===== config.mk =====
export PLATFORM = sky130hd
export DESIGN_NAME = fwd_tag_pipe_flat
export DESIGN_NICKNAME = d
export VERILOG_FILES = /design/src/rtl/fwd_tag_pipe_pkg.sv /design/src/rtl/fwd_tag_pipe_if.sv /design/src/rtl/fwd_tag_pipe_res_encoder.sv /design/src/rtl/fwd_tag_pipe.sv /design/src/flat_wrapper.sv
export SDC_FILE = /design/constraint.sdc
export NUM_CORES = 1
export LEC_CHECK = 0
export ABC_AREA = 1
export BUFFER_PORTS_ARGS = -buffer_cell sky130_fd_sc_hd__buf_2
export CAP_MARGIN = 15
export CORE_AREA = 2 2 181 183
export DETAILED_ROUTE_END_ITERATION = 6
export DIE_AREA = 0 0 183 185
export PLACE_DENSITY = 0.59
export SLEW_MARGIN = 25
export SYNTH_ARGS = -nofsm -noshare
export SYNTH_HDL_FRONTEND = slang
export SYNTH_SLANG_ARGS = --single-unit

===== constraint.sdc =====
create_clock -name clk -period 1.1 [get_ports clk]
set_input_delay 0.055 -clock clk [delete_from_list [all_inputs] [get_ports clk]]
set_output_delay 0.055 -clock clk [all_outputs]
set_load 0.02 [all_outputs]

===== src/rtl/fwd_tag_pipe_pkg.sv =====
// Shared definitions for the forwarding network: result-source codes, opcode and
// funct constants, and the forwarding-mux select codes consumed downstream.
package fwd_tag_pipe_pkg;

  typedef enum logic [1:0] {
    RES_NW  = 2'b00,
    RES_ALU = 2'b01,
    RES_DM  = 2'b10,
    RES_PC  = 2'b11
  } res_t;

  localparam logic [5:0] OP_SPECIAL = 6'b000000;
  localparam logic [5:0] OP_ORI     = 6'b001101;
  localparam logic [5:0] OP_LUI     = 6'b001111;
  localparam logic [5:0] OP_LW      = 6'b100011;
  localparam logic [5:0] OP_SW      = 6'b101011;
  localparam logic [5:0] OP_BEQ     = 6'b000100;
  localparam logic [5:0] OP_J       = 6'b000010;
  localparam logic [5:0] OP_JAL     = 6'b000011;

  localparam logic [5:0] FN_ADDU = 6'b100001;
  localparam logic [5:0] FN_SUBU = 6'b100011;
  localparam logic [5:0] FN_JR   = 6'b001000;

  localparam logic [4:0] REG_ZERO = 5'd0;
  localparam logic [4:0] REG_RA   = 5'd31;

  // Select codes for the consumer-side forwarding muxes (MFALUA/B, MFCMP, MFRSD).
  localparam logic [2:0] FWD_RF      = 3'd0;
  localparam logic [2:0] M2E_AO      = 3'd1;
  localparam logic [2:0] M2E_PC8     = 3'd2;
  localparam logic [2:0] W2E_WD      = 3'd3;
  localparam logic [2:0] M2D_AO      = 3'd4;
  localparam logic [2:0] M2D_PC8     = 3'd5;
  localparam logic [2:0] W2D_WD      = 3'd6;

endpackage


===== src/rtl/fwd_tag_pipe_if.sv =====
// Bundle of E-stage inputs and M/W-stage outputs of the producer pipeline.
interface fwd_tag_pipe_if;
  import fwd_tag_pipe_pkg::*;

  logic        bubble_E;
  logic [31:0] IR_E;
  logic [31:0] PC8_E;
  logic [31:0] AO_E;
  logic [31:0] RT_E;
  logic [31:0] DR_M;

  logic [31:0] IR_M;
  logic [31:0] PC8_M;
  logic [31:0] AO_M;
  logic [31:0] RT_M;
  logic [4:0]  A3_M;
  res_t        Res_M;
  logic [1:0]  Tnew_M;

  logic [31:0] IR_W;
  logic [31:0] PC8_W;
  logic [31:0] AO_W;
  logic [31:0] DR_WD;
  logic [4:0]  A3_W;
  res_t        Res_W;
  logic        WE_W;
  logic [31:0] WD_W;

  modport master (
    output bubble_E, IR_E, PC8_E, AO_E, RT_E, DR_M,
    input  IR_M, PC8_M, AO_M, RT_M, A3_M, Res_M, Tnew_M,
    input  IR_W, PC8_W, AO_W, DR_WD, A3_W, Res_W, WE_W, WD_W
  );

  modport slave (
    input  bubble_E, IR_E, PC8_E, AO_E, RT_E, DR_M,
    output IR_M, PC8_M, AO_M, RT_M, A3_M, Res_M, Tnew_M,
    output IR_W, PC8_W, AO_W, DR_WD, A3_W, Res_W, WE_W, WD_W
  );

endinterface


===== src/rtl/fwd_tag_pipe_res_encoder.sv =====
// Combinational tag encoder: instruction -> destination register, result source
// and cycles-until-ready as seen from the M stage.
module res_encoder
  import fwd_tag_pipe_pkg::*;
(
  input  logic [31:0] ir,
  output logic [4:0]  a3,
  output res_t        res,
  output logic [1:0]  tnew
);

  logic [5:0] op;
  logic [5:0] funct;
  logic [4:0] rt;
  logic [4:0] rd;
  logic [4:0] a3_raw;
  res_t       res_raw;

  assign op    = ir[31:26];
  assign funct = ir[5:0];
  assign rt    = ir[20:16];
  assign rd    = ir[15:11];

  // NOTE: every output of a combinational block gets a default first, so no path leaves it unassigned and no latch is inferred.
  always_comb begin
    a3_raw  = REG_ZERO;
    res_raw = RES_NW;
    tnew    = 2'd0;
    unique case (op)
      OP_SPECIAL: begin
        if (funct == FN_ADDU || funct == FN_SUBU) begin
          a3_raw  = rd;
          res_raw = RES_ALU;
        end
      end
      OP_ORI, OP_LUI: begin
        a3_raw  = rt;
        res_raw = RES_ALU;
      end
      OP_LW: begin
        a3_raw  = rt;
        res_raw = RES_DM;
        tnew    = 2'd1;
      end
      OP_JAL: begin
        a3_raw  = REG_RA;
        res_raw = RES_PC;
      end
      default: ;
    endcase
  end

  // $0 is never a forwarding source, so a zero destination carries no result.
  assign a3  = a3_raw;
  assign res = (a3_raw == REG_ZERO) ? RES_NW : res_raw;

endmodule


===== src/rtl/fwd_tag_pipe.sv =====
// E->M and M->W pipeline registers carrying the write-back tag, plus the W-stage
// register-file write port.
module fwd_tag_pipe
  import fwd_tag_pipe_pkg::*;
(
  input  logic           clk,
  input  logic           reset,
  fwd_tag_pipe_if.slave  bus
);

  logic [4:0] a3_e;
  res_t       res_e;
  logic [1:0] tnew_e;

  res_encoder u_res_encoder (
    .ir   (bus.IR_E),
    .a3   (a3_e),
    .res  (res_e),
    .tnew (tnew_e)
  );

  // NOTE: state is updated with non-blocking assignments so every register samples pre-edge values; the async reset clears all tags at once.
  always_ff @(posedge clk or negedge reset) begin
    if (!reset) begin
      bus.IR_M   <= '0;
      bus.PC8_M  <= '0;
      bus.AO_M   <= '0;
      bus.RT_M   <= '0;
      bus.A3_M   <= REG_ZERO;
      bus.Res_M  <= RES_NW;
      bus.Tnew_M <= 2'd0;
      bus.IR_W   <= '0;
      bus.PC8_W  <= '0;
      bus.AO_W   <= '0;
      bus.DR_WD  <= '0;
      bus.A3_W   <= REG_ZERO;
      bus.Res_W  <= RES_NW;
    end else begin
      // A bubble overrides whatever sits on IR_E.
      if (bus.bubble_E) begin
        bus.IR_M   <= '0;
        bus.PC8_M  <= '0;
        bus.AO_M   <= '0;
        bus.RT_M   <= '0;
        bus.A3_M   <= REG_ZERO;
        bus.Res_M  <= RES_NW;
        bus.Tnew_M <= 2'd0;
      end else begin
        bus.IR_M   <= bus.IR_E;
        bus.PC8_M  <= bus.PC8_E;
        bus.AO_M   <= bus.AO_E;
        bus.RT_M   <= bus.RT_E;
        bus.A3_M   <= a3_e;
        bus.Res_M  <= res_e;
        bus.Tnew_M <= tnew_e;
      end
      bus.IR_W  <= bus.IR_M;
      bus.PC8_W <= bus.PC8_M;
      bus.AO_W  <= bus.AO_M;
      bus.DR_WD <= bus.DR_M;
      bus.A3_W  <= bus.A3_M;
      bus.Res_W <= bus.Res_M;
    end
  end

  assign bus.WE_W = (bus.Res_W != RES_NW);

  always_comb begin
    bus.WD_W = '0;
    unique case (bus.Res_W)
      RES_ALU: bus.WD_W = bus.AO_W;
      RES_DM:  bus.WD_W = bus.DR_WD;
      RES_PC:  bus.WD_W = bus.PC8_W;
      default: bus.WD_W = '0;
    endcase
  end

endmodule


===== src/flat_wrapper.sv =====
// flat-port wrapper written by rule: the top's interface ports become plain ports
module fwd_tag_pipe_flat import fwd_tag_pipe_pkg::*;
  (clk, reset, bus_bubble_E, bus_IR_E, bus_PC8_E, bus_AO_E, bus_RT_E, bus_DR_M, bus_IR_M, bus_PC8_M, bus_AO_M, bus_RT_M, bus_A3_M, bus_Res_M, bus_Tnew_M, bus_IR_W, bus_PC8_W, bus_AO_W, bus_DR_WD, bus_A3_W, bus_Res_W, bus_WE_W, bus_WD_W);
  fwd_tag_pipe_if bus_i ();
  input  logic clk;
  input  logic reset;
  input wire logic [$bits(bus_i.bubble_E)-1:0] bus_bubble_E;
  input wire logic [$bits(bus_i.IR_E)-1:0] bus_IR_E;
  input wire logic [$bits(bus_i.PC8_E)-1:0] bus_PC8_E;
  input wire logic [$bits(bus_i.AO_E)-1:0] bus_AO_E;
  input wire logic [$bits(bus_i.RT_E)-1:0] bus_RT_E;
  input wire logic [$bits(bus_i.DR_M)-1:0] bus_DR_M;
  output wire logic [$bits(bus_i.IR_M)-1:0] bus_IR_M;
  output wire logic [$bits(bus_i.PC8_M)-1:0] bus_PC8_M;
  output wire logic [$bits(bus_i.AO_M)-1:0] bus_AO_M;
  output wire logic [$bits(bus_i.RT_M)-1:0] bus_RT_M;
  output wire logic [$bits(bus_i.A3_M)-1:0] bus_A3_M;
  output wire logic [$bits(bus_i.Res_M)-1:0] bus_Res_M;
  output wire logic [$bits(bus_i.Tnew_M)-1:0] bus_Tnew_M;
  output wire logic [$bits(bus_i.IR_W)-1:0] bus_IR_W;
  output wire logic [$bits(bus_i.PC8_W)-1:0] bus_PC8_W;
  output wire logic [$bits(bus_i.AO_W)-1:0] bus_AO_W;
  output wire logic [$bits(bus_i.DR_WD)-1:0] bus_DR_WD;
  output wire logic [$bits(bus_i.A3_W)-1:0] bus_A3_W;
  output wire logic [$bits(bus_i.Res_W)-1:0] bus_Res_W;
  output wire logic [$bits(bus_i.WE_W)-1:0] bus_WE_W;
  output wire logic [$bits(bus_i.WD_W)-1:0] bus_WD_W;
  assign bus_i.bubble_E = bus_bubble_E;
  assign bus_i.IR_E = bus_IR_E;
  assign bus_i.PC8_E = bus_PC8_E;
  assign bus_i.AO_E = bus_AO_E;
  assign bus_i.RT_E = bus_RT_E;
  assign bus_i.DR_M = bus_DR_M;
  assign bus_IR_M = bus_i.IR_M;
  assign bus_PC8_M = bus_i.PC8_M;
  assign bus_AO_M = bus_i.AO_M;
  assign bus_RT_M = bus_i.RT_M;
  assign bus_A3_M = bus_i.A3_M;
  assign bus_Res_M = bus_i.Res_M;
  assign bus_Tnew_M = bus_i.Tnew_M;
  assign bus_IR_W = bus_i.IR_W;
  assign bus_PC8_W = bus_i.PC8_W;
  assign bus_AO_W = bus_i.AO_W;
  assign bus_DR_WD = bus_i.DR_WD;
  assign bus_A3_W = bus_i.A3_W;
  assign bus_Res_W = bus_i.Res_W;
  assign bus_WE_W = bus_i.WE_W;
  assign bus_WD_W = bus_i.WD_W;
  fwd_tag_pipe u_core (.clk(clk), .reset(reset), .bus(bus_i));
endmodule

==> results of run 1 <==
## through the flow
step                TNS [ns]  utilization  std cells  worst slack (ns)  total power, mW
floorplan             -0.544            -        746           -0.0181             11.8
global placement       -1.68        0.376       1633            -0.150             13.1
detailed placement     -3.46        0.376       1633            -0.155             13.1
CTS                   -41.99        0.520       1886            -0.704             24.1
global route          -47.25        0.538       1909            -0.834             25.0
finish                -33.07        0.538       1910            -0.752             24.1
## cell families after synthesis
family	Yosys count	synth area share
other cells	1	0.000432
compound gates	6	0.00375
flops	271	0.782
buf+inv	162	0.0730
simple gates	306	0.141
## area by class of cell
cell class / instances / area (um^2) / area share
clock buffers: 36 / 812 / 0.0471
inverters: 138 / 518 / 0.0301
diodes: 1 / 2.50 / 0.000145
multi-input cells: 313 / 1550 / 0.0897
clock inverters: 17 / 158 / 0.00915
repair buffers: 726 / 6890 / 0.400
well taps: 408 / 510 / 0.0296
flip-flops and latches: 271 / 6790 / 0.394
## worst min-delay path by stage
stage                            to  slack (ns)  depth (start not counted)
3_3_place_gp    u_core.bus.DR_WD[3]       -0.08                          1
5_1_grt        u_core.bus.DR_WD[17]       -0.04                          2
3_5_place_dp    u_core.bus.DR_WD[3]       -0.08                          1
4_1_cts         u_core.bus.Res_M[1]       -0.03                          6
6_report        u_core.bus.DR_WD[3]       -0.05                          2
2_1_floorplan    u_core.bus.A3_M[0]       -0.24                          0
## power by group through the flow
stage / Combinational [mW] / Sequential, mW / Clock [mW]
detailed placement: 2.23 / 10.9 / 0
CTS: 3.31 / 10.8 / 9.97
global placement: 2.22 / 10.9 / 0
global route: 3.65 / 10.9 / 10.4
finish: 3.43 / 10.9 / 9.80
floorplan: 0.298 / 11.5 / 0
## sequential cells by signal, indices dropped and copies added, names as in the netlist, 32 cells and up
| name | cells |
|---|---|
| u_core.bus.PC8_W | 32 |
| u_core.bus.DR_WD | 32 |
| u_core.bus.IR_M | 32 |
| u_core.bus.RT_M | 32 |
| u_core.bus.AO_M | 32 |
| u_core.bus.AO_W | 32 |
| u_core.bus.PC8_M | 32 |
| u_core.bus.IR_W | 32 |
## repair_timing
item                                    in CTS  in global routing
buffers inserted                            27                 20
cloned                                       1                  5
endpoints found under the setup margin     304                324
pin swaps                                    1                 20
endpoints found under the hold margin      439                 25
hold buffers                               172                  8
gates resized for setup                    561                 86
## cell usage after synthesis
| master | number |
|---|---|
| buf_1 | 1 |
| buf_2 | 17 |
| buf_4 | 1 |
| clkbuf_1 | 5 |
| conb_1 | 1 |
| dfrtp_1 | 271 |
| inv_1 | 138 |
| nand2_1 | 114 |
| nand2_2 | 1 |
| nand3_1 | 36 |
| nand4_1 | 3 |
| nand4_2 | 1 |
| nor2_1 | 144 |
| nor2_2 | 4 |
| nor3_1 | 3 |
| o211ai_1 | 1 |
| o21ai_0 | 5 |
## routing by layer
layer,vias to the layer above,wire length (um),GRT usage
met5,-,0,0
met4,0,1330,0.0704
met3,82,2950,0.0558
met2,402,18500,0.344
met1,3974,12400,0.207
li1,3640,-,-
## cells in the final DEF (no fill, tap or decap), types with 3 or more instances in the layout
cell            instances
inv_2                   4
buf_4                  67
buf_2                 164
buf_12                 16
nand2_1                96
dlymetal6s4s_1          3
nand4_1                 3
nor2_1                140
nor3_2                  3
dfrtp_1               261
nand3_2                34
inv_1                 134
dlygate4sd3_1         171
dfrtp_2                10
clkbuf_8                6
clkbuf_16              33
nand2_2                17
nor2_4                  5
clkinv_2                8
clkinvlp_4              3
buf_6                 299
nor2_2                  3
o21ai_0                 5
==> impl_metrics.ini, run 1 <==
[status]
status = finished, violations left
violations = negative hold slack, negative setup slack

[sta]
post-route-period-util = 1.68
hold_violations = 17
drv_slew = 0
finalWorstSetupSlack_ns = -0.752
setup_viol = 294
fmax_ghz = 0.540
whs_ns = -0.0535
rsz0062_at_grt = true
clock_skew_ns = 0.0110
fin_crit_ns = 1.85

[placement]
hpwl_um = 22000
placed_area_um2 = 12000
place.gp.congestion = 0.867
io_buffers = 466

[setup_path]
startpoint_type = register
rr_endpoint = u_core.bus.PC8_W[18]
worstSetupPathDepth = 7
crit_end = bus_WD_W[12]
crit_start = u_core.bus.Res_W[0]
regToRegSetupSlack_ns = 0.33
path_delay_family = buffers and inverters
reg2reg_from = u_core.bus.PC8_M[18]
crit_path_top_delay_cell = dfrtp_2
cp.arrival_ns = 1.80
end_kind = output port
critPathBufInv = 4
crit_required_ns = 1.04
critical_path.max_stage_delay_ns = 0.45
crit_top_cell = buf_12
worstSetupPathType = register to output port
crit_chain = inv_2, nor2_4, buf_12, buf_12, nand2_1, nand3_2, buf_6
cp_max_fo = 6
rr_worst_depth = 2

[hold_path]
min_path_type = input pin to asynchronous set/reset pin

[route]
vias_per_cell = 4.24
drtPass1Iterations = 4
vias = 8098
wl_um = 35200
wl_per_cell_um = 18.4
drt-initial-drc-count = 282
drc = 0
ant_nets = 0

[pwr]
ir_worst_vdd_uv = 1130
powerDensity_nw_per_um2 = 1400
pwr-share-seq = 0.451
p_sw_mw = 6.13
comb_power_share = 0.143
clkPwrFrac = 0.407
power.internal_mw = 18.0
swShare = 0.254
p_leak_nw = 9.34

[final_layout]
num-fill-cells = 2490
drive_gt1_frac = 0.455
fin_area_um2 = 17200
nets = 1642
area_growth_syn_to_layout_pct = 98.6

[floorplanning]
dieArea_um2 = 33900
rows = 66
io-pin-count = 468
coreArea_um2 = 32000
start_util = 0.271
die_w_um = 183
fp.dieH_um = 185

[clocking]
h-tree-depth = 1
cts_sinks = 271
cts_tree = built
cts_root_buffer = clkbuf_16
clk_pin_slew_worst_paths_ns = 0.06
clockBufferDepth = 3
cts_made_buffers = 29
clk-insertion-delay-late_ns = 0.55

[global_routing]
first_global_vias = 8668
grt_pass1_wl_um = 48900
grt_max_degree = 61
overflow = 0
grt.total_usage = 0.189
antenna_found_initial = 0

[synthesis]
synth_top_area_share = 0.782
seq_area_frac_synth = 0.782
synth_area_leaders = dfrtp_1 (78%), nor2_1 (6.2%), inv_1 (6.0%), nand2_1 (4.9%), nand3_1 (2.1%)
syn_nets = 909
ys_seq_elements = 271
synth_area_um2 = 8680
yosysTopAreaCell = dfrtp_1
yosys_warnings = 0
synthCells = 746
synth_area_per_cell_um2 = 11.6
synth_cell_types = 17

[flow_run]
maxCapViolCount = 0
Note: power is estimated with default switching activity, not from simulation.
==> run 2: changes to the inputs <==
--- a/config.mk
+++ b/config.mk
@@ -11,7 +11,6 @@
 export CORE_AREA = 2 2 181 183
 export DETAILED_ROUTE_END_ITERATION = 6
 export DIE_AREA = 0 0 183 185
-export PLACE_DENSITY = 0.59
 export SLEW_MARGIN = 25
 export SYNTH_ARGS = -nofsm -noshare
 export SYNTH_HDL_FRONTEND = slang
==> impl_metrics.ini, run 2 (same netlist as run 1, synthesis figures left out) <==
[placement]
place.gp.congestion = 0.808
dpl_worst_slack_ns = -0.115
io_buffers = 466
hpwl_um = 21600

[setup_path]
crit_path_top_delay_cell = dfrtp_2
end_kind = output port
reg2reg_from = u_core.bus.IR_M[2]
rr_endpoint = u_core.bus.IR_W[2]
cp.arrival_ns = 1.68
critPathBufInv = 3
cp_max_fo = 22
startpoint_type = register
crit_required_ns = 1.04
critical_path.max_stage_delay_ns = 0.41
crit_start = u_core.bus.Res_W[1]
regToRegSetupSlack_ns = 0.32
rr_worst_depth = 2
worstSetupPathType = register to output port
path_delay_family = flip-flops
crit_chain = inv_2, nor2_4, buf_12, nand2_1, nand3_2, buf_4
worstSetupPathDepth = 6
crit_end = bus_WD_W[1]

[final_layout]
drive_gt1_frac = 0.440
num-fill-cells = 2564
final_common_cell = buf_6
final_cell_mix = buf_6 (278), dfrtp_1 (264), buf_2 (178), dlygate4sd3_1 (167), nor2_1 (139)
final_core_util = 0.526
area_growth_syn_to_layout_pct = 94.2
nets = 1622

[clocking]
clockBufferDepth = 3
cts_made_buffers = 30
h-tree-depth = 1
clk-insertion-delay-late_ns = 0.53
cts_sinks = 271
cts_tree = built
cts_root_buffer = clkbuf_16
clk_pin_slew_worst_paths_ns = 0.06

[global_routing]
antenna_found_initial = 2
grt_max_degree = 60
first_global_vias = 8428
overflow = 0
grt.total_usage = 0.182
grt_pass1_wl_um = 47500

[floorplanning]
coreArea_um2 = 32000
rows = 66
dieArea_um2 = 33900
io-pin-count = 468
die_w_um = 183
start_util = 0.271
fp.dieH_um = 185

[pwr]
power.total_mw = 24.6
ir_worst_vdd_uv = 1070
powerDensity_nw_per_um2 = 1460
p_leak_nw = 9.18

[sta]
hold_violations = 0
fin_crit_ns = 1.73
fmax_ghz = 0.577
drv_slew = 0
rsz0062_at_grt = true
finalSetupTns_ns = -27.25
finalWorstSetupSlack_ns = -0.634
setup_viol = 273
post-route-period-util = 1.58
clock_skew_ns = 0.00849

[route]
vias_per_cell = 4.17
vias = 7892
drtPass1Iterations = 5
wl_um = 32600
wl_per_cell_um = 17.2
drc = 0
drt-initial-drc-count = 308
ant_nets = 0

[hold_path]
min_path_type = input pin to asynchronous set/reset pin

[status]
violations = negative setup slack
status = finished, violations left

[flow_run]
maxCapViolCount = 0
==> run 2: cell types whose count changed in the layout (fill, tap and decap cells not counted), moves of 3 or more <==
cell           delta
nand2_1          +11
nand2_2           -9
buf_12            -5
buf_2            +14
clkbuf_1          +5
clkbuf_8          +3
dfrtp_1           +3
dlygate4sd3_1     -4
nor2_2            +3
dfrtp_2           -3
buf_6            -21
clkinv_2          -4
==> run 2: how the worst min path moves through the flow <==
stage / start / to / slack [ns] / cells past startpoint
after floorplan: reset / u_core.bus.A3_M[0] / -0.24 / 0
after global placement: reset / u_core.bus.DR_WD[31] / -0.02 / 1
after detailed placement: reset / u_core.bus.DR_WD[31] / -0.02 / 1
after CTS: bus_IR_E[28] / u_core.bus.Tnew_M[0] / -0.01 / 5
after global routing: reset / u_core.bus.AO_W[5] / 0.02 / 2
final: reset / u_core.bus.DR_WD[31] / 0.02 / 2
==> run 2: power by group <==
part	total, mW	switching [mW]	internal (mW)
Combinational	3.35	1.62	1.73
Sequential	10.8	0.382	10.5
Clock	10.4	3.96	6.46
Total	24.6	5.96	18.7
==> run 2: stage by stage <==
stage	hold slack (ns)	area, um^2	std cells
finish	0.0184	16900	1893
global route	0.0245	16900	1893
CTS	-0.0116	16500	1874
global placement	-0.0187	11900	1625
floorplan	-0.241	8840	746
detailed placement	-0.0160	11900	1625
==> run 2: repair_timing <==
item,4_1_cts,5_1_grt
gates resized for setup,520,76
endpoints found under the setup margin,304,311
hold endpoints to repair,438,4
buffers inserted,26,17
hold buffers,168,4
pin swaps,0,5
==> run 2: worst reg2reg max path: stages, from the launching register on <==
cell and delay (ns):
dfrtp_1 0.40, buf_4 0.14, buf_4 0.13
==> run 2: final cells by class <==
class	count	area (um^2)	share of cell area
clock buffer	46	922	0.0547
timing repair buffer	705	6460	0.383
inverter	138	518	0.0307
clock inverter	10	135	0.00802
multi-input combinational	313	1510	0.0897
antenna	2	5.00	0.000297
tap	408	510	0.0303
sequential	271	6790	0.403
==> run 2: layer usage <==
layer	track usage	up-vias	wire length (um)
met5	0	-	0
met4	0.0614	0	947
met3	0.0492	75	2610
met2	0.336	377	17300
met1	0.203	3826	11700
li1	-	3614	-
==> run 3: changes to the inputs <==
--- a/config.mk
+++ b/config.mk
@@ -11,6 +11,8 @@
 export CORE_AREA = 2 2 181 183
 export DETAILED_ROUTE_END_ITERATION = 6
 export DIE_AREA = 0 0 183 185
+export MAX_ROUTING_LAYER = met4
+export PLACE_DENSITY = 0.5
 export SLEW_MARGIN = 25
 export SYNTH_ARGS = -nofsm -noshare
 export SYNTH_HDL_FRONTEND = slang
==> impl_metrics.ini, run 3 (same netlist as run 1, synthesis figures left out) <==
[sta]
clock_skew_ns = 0.00694
finalSetupTns_ns = -30.52
setup_viol = 302
fin_crit_ns = 1.79
rsz0062_at_grt = true
fmax_ghz = 0.558
drv_slew = 0
finalWorstSetupSlack_ns = -0.691
hold_violations = 18
whs_ns = -0.0199
post-route-period-util = 1.63

[pwr]
powerDensity_nw_per_um2 = 1390
ir_worst_vdd_uv = 1140
p_leak_nw = 9.35

[placement]
hpwl_um = 21400
io_buffers = 466
dpl_worst_slack_ns = -0.131
place.gp.congestion = 0.819
placed_cells = 1628

[clocking]
clk_pin_slew_worst_paths_ns = 0.06
cts_root_buffer = clkbuf_16
cts_made_buffers = 29
clockBufferDepth = 3
cts_sinks = 271
cts_tree = built
h-tree-depth = 1
clk-insertion-delay-late_ns = 0.55

[route]
vias = 7833
drt-initial-drc-count = 213
drtPass1Iterations = 4
vias_per_cell = 4.11
drc = 0
wl_um = 32600
wl_per_cell_um = 17.1
ant_nets = 0

[status]
violations = negative hold slack, negative setup slack
status = finished, violations left

[setup_path]
crit_chain = inv_2, nor2_4, buf_12, clkbuf_16, nand2_4, nand3_2, buf_6
crit_required_ns = 1.04
critical_path.max_stage_delay_ns = 0.41
crit_path_top_delay_cell = dfrtp_2
startpoint_type = register
worstSetupPathType = register to output port
end_kind = output port
path_delay_family = buffers and inverters
critPathBufInv = 4
cp_max_fo = 6
cp.arrival_ns = 1.74

[floorplanning]
fp.dieH_um = 185
coreArea_um2 = 32000
rows = 66
io-pin-count = 468
die_w_um = 183
start_util = 0.271
dieArea_um2 = 33900

[final_layout]
drive_gt1_frac = 0.446
stdcell_count = 1907
final_common_cell = buf_6
area_growth_syn_to_layout_pct = 98.3
final_core_util = 0.537
nets = 1641
final_cell_mix = buf_6 (298), dfrtp_1 (266), dlygate4sd3_1 (185), buf_2 (164)

[global_routing]
grt_max_degree = 68
grt_pass1_wl_um = 46300
first_global_vias = 8360
antenna_found_initial = 1
overflow = 0
grt.total_usage = 0.185

[hold_path]
min_path_type = input pin to asynchronous set/reset pin

[flow_run]
maxCapViolCount = 0
## run 3: cell count changes in the layout (fill, tap and decap cells not counted), sizes merged, moves of 2 or more
| cell | change |
|---|---|
| dlygate4sd3 | +18 |
| buf | -2 |
| clkbuf | -6 |
| dlymetal6s4s | +2 |
| clkinvlp | +4 |
## run 3: per-stage QoR
step / total power [mW] / area [um^2]
final: 23.9 / 17200
after global routing: 24.9 / 17200
after CTS: 24.0 / 16600
after detailed placement: 13.1 / 11900
after global placement: 13.1 / 11900
after floorplan: 11.8 / 8840
## run 3: where the power goes
group	internal (mW)	switching, mW	total, mW	leakage, nW
clock	5.63	3.98	9.61	0.451
combinational	1.79	1.61	3.40	5.44
sequential	10.5	0.383	10.8	3.46
## run 3: area by class of cell
type,instances,area [um^2]
clock buffer,38,810
tap,408,510
antenna,1,2.50
fill,2677,14800
timing repair buffer,725,6800
multi-input combinational,313,1650
inverter,138,518
clock inverter,13,135
sequential,271,6790
## run 3: worst reg2reg max path, cell delays in order, from the launching register on
cell     delay [ns]
dfrtp_1        0.39
buf_4          0.14
buf_4          0.13
## run 3: worst paths after layout
check | from | to | slack [ns] | cells after the start
setup reg to reg | u_core.bus.IR_M[6] | u_core.bus.IR_W[6] | 0.33 | 2
hold / removal | reset | u_core.bus.IR_W[5] | -0.02 | 2
hold reg to reg | u_core.bus.AO_M[31] | u_core.bus.AO_W[31] | 0.39 | 0
max in group asynchronous | reset | u_core.bus.DR_WD[25] | 0.47 | 3
min in group clk | bus_IR_E[27] | u_core.bus.Res_M[1] | 0 | 6
setup / recovery | u_core.bus.Res_W[1] | bus_WD_W[21] | -0.69 | 7
## run 3: what timing repair did
| item | in CTS | in global routing |
|---|---|---|
| hold buffers | 189 | 5 |
| endpoints found under the hold margin | 438 | 25 |
| resized for setup | 534 | 130 |
| gates cloned | 0 | 3 |
| setup endpoints to repair | 304 | 320 |
| setup buffers | 22 | 16 |
| pin swaps | 0 | 30 |
## run 3: metal layers
layer	up-vias	track usage	wire length, um
met1	3780	0.204	12100
met2	345	0.322	16600
met5	-	-	0
met3	69	0.0515	2590
met4	0	0.0640	1300
li1	3639	-	-
